## config.mk

```make
export PLATFORM = sky130hd
export DESIGN_NAME = h264dc_hadamard_flat
export DESIGN_NICKNAME = d
export VERILOG_FILES = /design/src/rtl/h264dc_hadamard_pkg.sv /design/src/rtl/h264dc_hadamard_if.sv /design/src/rtl/h264dc_butterfly4.sv /design/src/rtl/h264dc_hadamard.sv /design/src/flat_wrapper.sv
export SDC_FILE = /design/constraint.sdc
export NUM_CORES = 2
export LEC_CHECK = 0
export ABC_CLOCK_PERIOD_IN_PS = 11200
export CAP_MARGIN = 20
export CELL_PAD_IN_SITES_DETAIL_PLACEMENT = 0
export CELL_PAD_IN_SITES_GLOBAL_PLACEMENT = 1
export CORE_MARGIN = 3
export CORE_UTILIZATION = 39
export CTS_CLUSTER_DIAMETER = 100
export DETAILED_ROUTE_END_ITERATION = 10
export PLACE_DENSITY_LB_ADDON = 0.1
export SLEW_MARGIN = 20
export SYNTH_ARGS = -nofsm -noshare
export SYNTH_HDL_FRONTEND = slang
export SYNTH_SLANG_ARGS = --single-unit
```

## constraint.sdc

```tcl
create_clock -name CLK -period 11.2 [get_ports CLK]
set_input_delay 2.24 -clock CLK [delete_from_list [all_inputs] [get_ports CLK]]
set_output_delay 2.24 -clock CLK [all_outputs]
set_load 0.01 [all_outputs]
```

## src/rtl/h264dc_hadamard_pkg.sv

```systemverilog
// Shared types and constants for the H.264 DC Hadamard transform.
// The block length depends on the mode latched at the first beat of a block.
package h264dc_pkg;

   typedef enum logic {
      DC_2X2 = 1'b0,
      DC_4X4 = 1'b1
   } dc_mode_e;

   typedef enum logic [1:0] {
      LOAD = 2'd0,
      ROWS = 2'd1,
      COLS = 2'd2,
      OUT  = 2'd3
   } state_e;

   localparam int DC_N_2X2 = 4;
   localparam int DC_N_4X4 = 16;

   // Raster index of the final coefficient of a block in the given mode.
   function automatic logic [3:0] dc_last_idx(input dc_mode_e m);
      return (m == DC_4X4) ? 4'(DC_N_4X4 - 1) : 4'(DC_N_2X2 - 1);
   endfunction

endpackage

```

## src/rtl/h264dc_hadamard_if.sv

```systemverilog
// Coefficient stream interface: upstream beats in, transformed results out.
// The master modport is the side that feeds coefficients and consumes results.
interface h264dc_hadamard_if #(
   parameter int IW = 16,
   parameter int OW = IW + 3
);
   logic                 MODE;
   logic                 ENABLE;
   logic signed [IW-1:0] XXIN;
   logic                 READYI;
   logic                 VALID;
   logic signed [OW-1:0] YYOUT;
   logic                 YYLAST;
   logic                 READYO;

   modport master (
      output MODE, ENABLE, XXIN, READYO,
      input  READYI, VALID, YYOUT, YYLAST
   );

   modport slave (
      input  MODE, ENABLE, XXIN, READYO,
      output READYI, VALID, YYOUT, YYLAST
   );
endinterface

```

## src/rtl/h264dc_butterfly4.sv

```systemverilog
// Combinational 4-point Hadamard butterfly, output order matches the H.264
// DC transform rows (sum, low/high split, and the two sign-alternating terms).
module h264dc_butterfly4 #(
   parameter int W = 20
) (
   input  logic signed [W-1:0] i_x0,
   input  logic signed [W-1:0] i_x1,
   input  logic signed [W-1:0] i_x2,
   input  logic signed [W-1:0] i_x3,
   output logic signed [W-1:0] o_y0,
   output logic signed [W-1:0] o_y1,
   output logic signed [W-1:0] o_y2,
   output logic signed [W-1:0] o_y3
);
   logic signed [W-1:0] w_s01;
   logic signed [W-1:0] w_d01;
   logic signed [W-1:0] w_s23;
   logic signed [W-1:0] w_d23;

   assign w_s01 = i_x0 + i_x1;
   assign w_d01 = i_x0 - i_x1;
   assign w_s23 = i_x2 + i_x3;
   assign w_d23 = i_x2 - i_x3;

   assign o_y0 = w_s01 + w_s23;
   assign o_y1 = w_s01 - w_s23;
   assign o_y2 = w_d01 - w_d23;
   assign o_y3 = w_d01 + w_d23;
endmodule

```

## src/rtl/h264dc_hadamard.sv

```systemverilog
// Block-buffered DC Hadamard (2x2 chroma / 4x4 luma): load a block, transform
// it in place with four shared butterflies, then stream it out in raster order.
module h264dc_hadamard
   import h264dc_pkg::*;
#(
   parameter int IW = 16,
   parameter int OW = IW + 3
) (
   input  logic              CLK,
   input  logic              RESET_N,
   h264dc_hadamard_if.slave  bus
);
   localparam int BW = IW + 4;

   state_e              r_state;
   state_e              w_next;
   dc_mode_e            r_mode;
   dc_mode_e            w_mode_eff;
   logic [3:0]          r_cnt;
   logic [3:0]          r_ocnt;
   logic                r_rdy;
   logic                r_vld;
   logic                w_acc;
   logic                w_xfer;
   logic                w_last_in;
   logic                w_last_out;

   logic signed [BW-1:0] r_buf [16];
   logic signed [BW-1:0] w_bx  [4][4];
   logic signed [BW-1:0] w_by  [4][4];

   function automatic logic signed [BW-1:0] half_floor(input logic signed [BW-1:0] v);
      return v >>> 1;
   endfunction

   assign w_acc      = bus.ENABLE & r_rdy;
   assign w_xfer     = r_vld & bus.READYO;
   // Beat 0 decides the block length before mode_q has been written.
   assign w_mode_eff = (r_cnt == 4'd0) ? dc_mode_e'(bus.MODE) : r_mode;
   assign w_last_in  = (r_cnt == dc_last_idx(w_mode_eff));
   assign w_last_out = (r_ocnt == dc_last_idx(r_mode));

   always_comb begin
      w_next = r_state;
      case (r_state)
         LOAD: if (w_acc && w_last_in) w_next = ROWS;
         ROWS: w_next = (r_mode == DC_4X4) ? COLS : OUT;
         COLS: w_next = OUT;
         OUT:  if (w_xfer && w_last_out) w_next = LOAD;
         default: w_next = LOAD;
      endcase
   end

   always_ff @(posedge CLK or negedge RESET_N) begin
      if (!RESET_N) begin
         r_state <= LOAD;
         r_mode  <= DC_2X2;
         r_cnt   <= 4'd0;
         r_ocnt  <= 4'd0;
         r_rdy   <= 1'b0;
         r_vld   <= 1'b0;
      end else begin
         r_state <= w_next;
         r_rdy   <= (w_next == LOAD);
         r_vld   <= (w_next == OUT);
         if (w_acc) begin
            r_cnt <= r_cnt + 4'd1;
            if (r_cnt == 4'd0) r_mode <= dc_mode_e'(bus.MODE);
         end
         if (w_xfer) begin
            if (w_last_out) begin
               r_cnt  <= 4'd0;
               r_ocnt <= 4'd0;
            end else begin
               r_ocnt <= r_ocnt + 4'd1;
            end
         end
      end
   end

   // Butterfly lane l takes row l in ROWS and column l in COLS.
   always_comb begin
      for (int l = 0; l < 4; l++) begin
         for (int k = 0; k < 4; k++) begin
            w_bx[l][k] = (r_state == COLS) ? r_buf[4*k + l] : r_buf[4*l + k];
         end
      end
   end

   for (genvar g = 0; g < 4; g++) begin : g_bfly
      h264dc_butterfly4 #(.W(BW)) u_bfly (
         .i_x0 (w_bx[g][0]),
         .i_x1 (w_bx[g][1]),
         .i_x2 (w_bx[g][2]),
         .i_x3 (w_bx[g][3]),
         .o_y0 (w_by[g][0]),
         .o_y1 (w_by[g][1]),
         .o_y2 (w_by[g][2]),
         .o_y3 (w_by[g][3])
      );
   end

   // In-place buffer update; data path carries no reset.
   always_ff @(posedge CLK) begin
      case (r_state)
         LOAD: begin
            if (w_acc) r_buf[r_cnt] <= {{(BW-IW){bus.XXIN[IW-1]}}, bus.XXIN};
         end
         ROWS: begin
            if (r_mode == DC_2X2) begin
               // Lane 0 sees (c00,c01,c10,c11); reorder into f00,f01,f10,f11.
               r_buf[0] <= w_by[0][0];
               r_buf[1] <= w_by[0][3];
               r_buf[2] <= w_by[0][1];
               r_buf[3] <= w_by[0][2];
            end else begin
               for (int l = 0; l < 4; l++) begin
                  for (int k = 0; k < 4; k++) begin
                     r_buf[4*l + k] <= w_by[l][k];
                  end
               end
            end
         end
         COLS: begin
            for (int c = 0; c < 4; c++) begin
               for (int r = 0; r < 4; r++) begin
                  r_buf[4*r + c] <= half_floor(w_by[c][r]);
               end
            end
         end
         default: ;
      endcase
   end

   assign bus.READYI = r_rdy;
   assign bus.VALID  = r_vld;
   assign bus.YYOUT  = r_vld ? r_buf[r_ocnt][OW-1:0] : '0;
   assign bus.YYLAST = r_vld & w_last_out;
endmodule

```

## src/flat_wrapper.sv

```systemverilog
// flat-port wrapper written by rule: the top's interface ports become plain ports
module h264dc_hadamard_flat import h264dc_pkg::*;
#(
   parameter int IW = 16,
   parameter int OW = IW + 3
)
  (CLK, RESET_N, bus_MODE, bus_ENABLE, bus_XXIN, bus_READYO, bus_READYI, bus_VALID, bus_YYOUT, bus_YYLAST);
  h264dc_hadamard_if #(.IW(IW), .OW(OW)) bus_i ();
  input  logic CLK;
  input  logic RESET_N;
  input wire logic [$bits(bus_i.MODE)-1:0] bus_MODE;
  input wire logic [$bits(bus_i.ENABLE)-1:0] bus_ENABLE;
  input wire logic [$bits(bus_i.XXIN)-1:0] bus_XXIN;
  input wire logic [$bits(bus_i.READYO)-1:0] bus_READYO;
  output wire logic [$bits(bus_i.READYI)-1:0] bus_READYI;
  output wire logic [$bits(bus_i.VALID)-1:0] bus_VALID;
  output wire logic [$bits(bus_i.YYOUT)-1:0] bus_YYOUT;
  output wire logic [$bits(bus_i.YYLAST)-1:0] bus_YYLAST;
  assign bus_i.MODE = bus_MODE;
  assign bus_i.ENABLE = bus_ENABLE;
  assign bus_i.XXIN = bus_XXIN;
  assign bus_i.READYO = bus_READYO;
  assign bus_READYI = bus_i.READYI;
  assign bus_VALID = bus_i.VALID;
  assign bus_YYOUT = bus_i.YYOUT;
  assign bus_YYLAST = bus_i.YYLAST;
  h264dc_hadamard #(.IW(IW), .OW(OW)) u_core (.CLK(CLK), .RESET_N(RESET_N), .bus(bus_i));
endmodule
```

==> results.md <==
- Status: complete, no violations
- Post-Synth XOR/XNOR Area: 0.105
- DP HPWL: 160 mm
- RSZ-0062 raised after global routing: no
- Reg2reg setup slack: 3180 ps
- Share of layout cells above drive strength 1: 0.0521
- Syn nets: 6,844
- Mapped Cells: 6,168
- Die height: 359 um
- Drt wl/cell: 25.9 um
- Chip width: 359 um
- Pre-antenna DRT Iters: 6
- Tot GR Track Use: 0.299
- Startpoint types: flip-flop
- Netlist Area Pre-Place: 48,500 um2
- Post_cts resized: 0
- Finished Layout Cells: 7,640
- Inserted Clock Buffers: 48
- Area contributors post-synth: edfxtp_1 20%, ha_1 16%, xnor2_1 7.9%, nand2_1 7.2%, a21oi_1 4.9%
- Mux share of post-synthesis cell area: 0.0510
- Hold-fix buffers at CTS: 0
- Post-CTS Repair Setup Buffers: 0
- Remaining Overflow, GRT: 0
- Rows: 128
- Hold Path Class: flip-flop to flip-flop
- Synth Area in Simple Gates: 0.176
- Synth cell count leaders: 932 x nand2_1, 623 x ha_1, 563 x inv_1
- Sequential fraction of the synthesis area: 0.205
- Compound-gate portion of the synthesized area: 0.217
- Clock Sinks: 333
- Slowest stage delay, CP: 840 ps
- CP endpoint kind: flip-flop
- Initial core utilization: 0.396
- CP max-delay cell: a2111oi_0
- CP max FO: 136
- Main combinational cell family by area after synthesis: compound AO/OA/AOI/OAI gates
- Clock buffer depth: 3
- Post-synth top area cell: edfxtp_1
- Cells after DPL: 7,552
- # port buffers: 42
- Die Area: 129,000 um2
- Setup WS pre-CTS: 3340 ps
- Ys flop type: edfxtp_1
- Slew Limit Fails: 0
- First-pass GRT wire length: 284 mm
- Final worst path period share: 0.716
- Hold Slack: 613 ps
- DRT antenna net count: 0
- Reg clk slew, reported paths: 60 ps
- Ports: 43
- Flops & latches, synth: 333
- Vias in the first global route: 43,500
- Top-count cell post-synth: nand2_1
- MaxCap Viol Count: 0
- Final WL: 197 mm
- Critical path required time: 11,540 ps
- Initial antenna violation count: 7
- Remaining routing DRC violations: 0
- Setup TNS: 0 ps
- Synth Area in Adders: 0.174
- Root Buffer: clkbuf_16
- Asr flop ratio synth: 0.0390
- Syn_area_per_cell: 7.86 um2
- Crit Path Class: flip-flop to flip-flop
- CTS H-tree depth: 2
- Synth top area share: 0.198
- Total core area: 123,000 um2
- Synth unique cells: 90
- Gpl congestion: 0.939
- Nets@finish: 6,653
- Mean number of vias per cell: 5.88
- Largest net degree at the start of global routing: 137
- Critical path arrival: 8360 ps
- Worst setup margin: 3180 ps
- CTS tree: yes
- Final hold violations: 0
- FMAX: 0.125 GHz
- Slew @ Worst Pin: 1090 ps
- Post-synth EDFFs: 320
- Slew Limit Headroom: 0.256
- Via Count: 44,900
- Yosys Warn Count: 0
- Setup violations, final: 0
- Worst skew pair latency: 640 ps
- Area Growth Syn to Fin: 6.47%
- Post-route minimum period: 8020 ps
- Initial drt markers: 4,563
- Clock Skew: 41.2 ps
- Worst path cell trace: nand2b_4 > buf_4 > buf_12 > nand2_1 > nand2_1 > ha_1 > nor2_1 > o21ai_0 > a2111oi_0 > nor3_1 > o21ai_0 > xnor2_1 > ha_1 > nand2_1 > nor3_1 > o21a_1 > o31ai_1 > a311oi_1 > a21o_1 > a21oi_1 > xnor2_1 > a221oi_1
- CP most frequent cell: nand2_1
## layer usage
metal / wire, um / vias up / GRT usage / share of wire
li1: - / 21100 / - / -
met5: 0 / - / 0 / 0
met3: 17800 / 159 / 0.0586 / 0.090
met2: 86800 / 1817 / 0.472 / 0.44
met1: 89600 / 21900 / 0.427 / 0.45
met4: 3360 / 0 / 0.0515 / 0.017
## state kept, by name, summed over array words and instances (netlist names)
register           cells
u_core.r_buf         320
u_core.r_cnt           4
u_core.r_ocnt          4
u_core.r_state         2
u_core.bus.READYI      1
u_core.bus.VALID       1
u_core.r_mode          1
## worst paths after layout
check,depth (start not counted),startpoint,endpoint
min reg2reg,2,u_core.r_cnt[3]$_DFF_PN0_,u_core.r_cnt[3]$_DFF_PN0_
max in group asynchronous,1,RESET_N,u_core.r_state[1]$_DFF_PN0_
min in group asynchronous,1,RESET_N,u_core.r_ocnt[0]$_DFFE_PN0P_
min,2,u_core.r_cnt[3]$_DFF_PN0_,u_core.r_cnt[3]$_DFF_PN0_
max,22,u_core.r_state[0]$_DFF_PN0_,u_core.r_buf[14][17]$_DFFE_PP_
max reg2reg,22,u_core.r_state[0]$_DFF_PN0_,u_core.r_buf[14][17]$_DFFE_PP_
## critical path, delay by kind of cell (launching register included)
kind	cells	cell delay, ps
buf+inv	2	1310
fa+ha+maj	2	790
xor+xnor	2	400
simple gates	7	1750
flops	1	760
compound gates	9	2600
## metrics by stage
step	area (um2)	util
after floorplan	48500	-
after global placement	50100	0.409
after detailed placement	50100	0.409
after CTS	51600	0.421
after global routing	51600	0.421
final	51600	0.421
## layout make-up
| class | count | area (um2) |
|---|---|---|
| Antenna cell | 2 | 5.00 |
| Clock buffer | 65 | 1300 |
| Clock inverter | 21 | 195 |
| Fill cell | 12600 | 70900 |
| Inverter | 568 | 2130 |
| Multi-Input combinational cell | 4935 | 35200 |
| Sequential cell | 333 | 9950 |
| Tap cell | 1625 | 2030 |
| Timing Repair Buffer | 91 | 813 |
## cell usage in the layout, fill, tap and decap left out, types with 22 or more instances in the layout
cell             netlist  layout
nor3_1                89      89
and3_1                29      29
nand3_1               57      57
nor2_1               557     555
xnor2_1              438     438
inv_1                563     563
clkdlybuf4s50_1        0      42
nor4_1                22      22
clkbuf_16              0      49
or3_1                 42      42
ha_1                 623     623
fa_1                  32      32
a21o_1                80      80
buf_4                  1      47
o21ai_0              299     283
xor2_1               127     127
a31oi_1               42      42
a211oi_1              29      29
o21a_1                40      40
mux2i_1               31      31
o211ai_1              76      76
o221ai_1             122     122
or2_2                 25      25
edfxtp_1             320     320
o21bai_1             124     124
and2_1                37      37
mux4_2                95      95
nand2_1              932     931
nor2b_1               62      61
a21oi_1              478     478
nand2b_1              88      88
a221oi_1              22      22
o31ai_1               49      49
## cells by family (layout without fill, tap and decap cells)
group,after synthesis,in the layout
and+or+nand+nor,1981,1981
AOI/OAI and AO/OA,1599,1599
buffers and inverters,900,745
adders and majority gates,655,655
xor gates and xnor gates,572,572
DFF,333,333
muxes,128,128
other,0,2
Power is not shown: default switching activity piles up to over one toggle a cycle in this logic, so the estimate is an artifact.
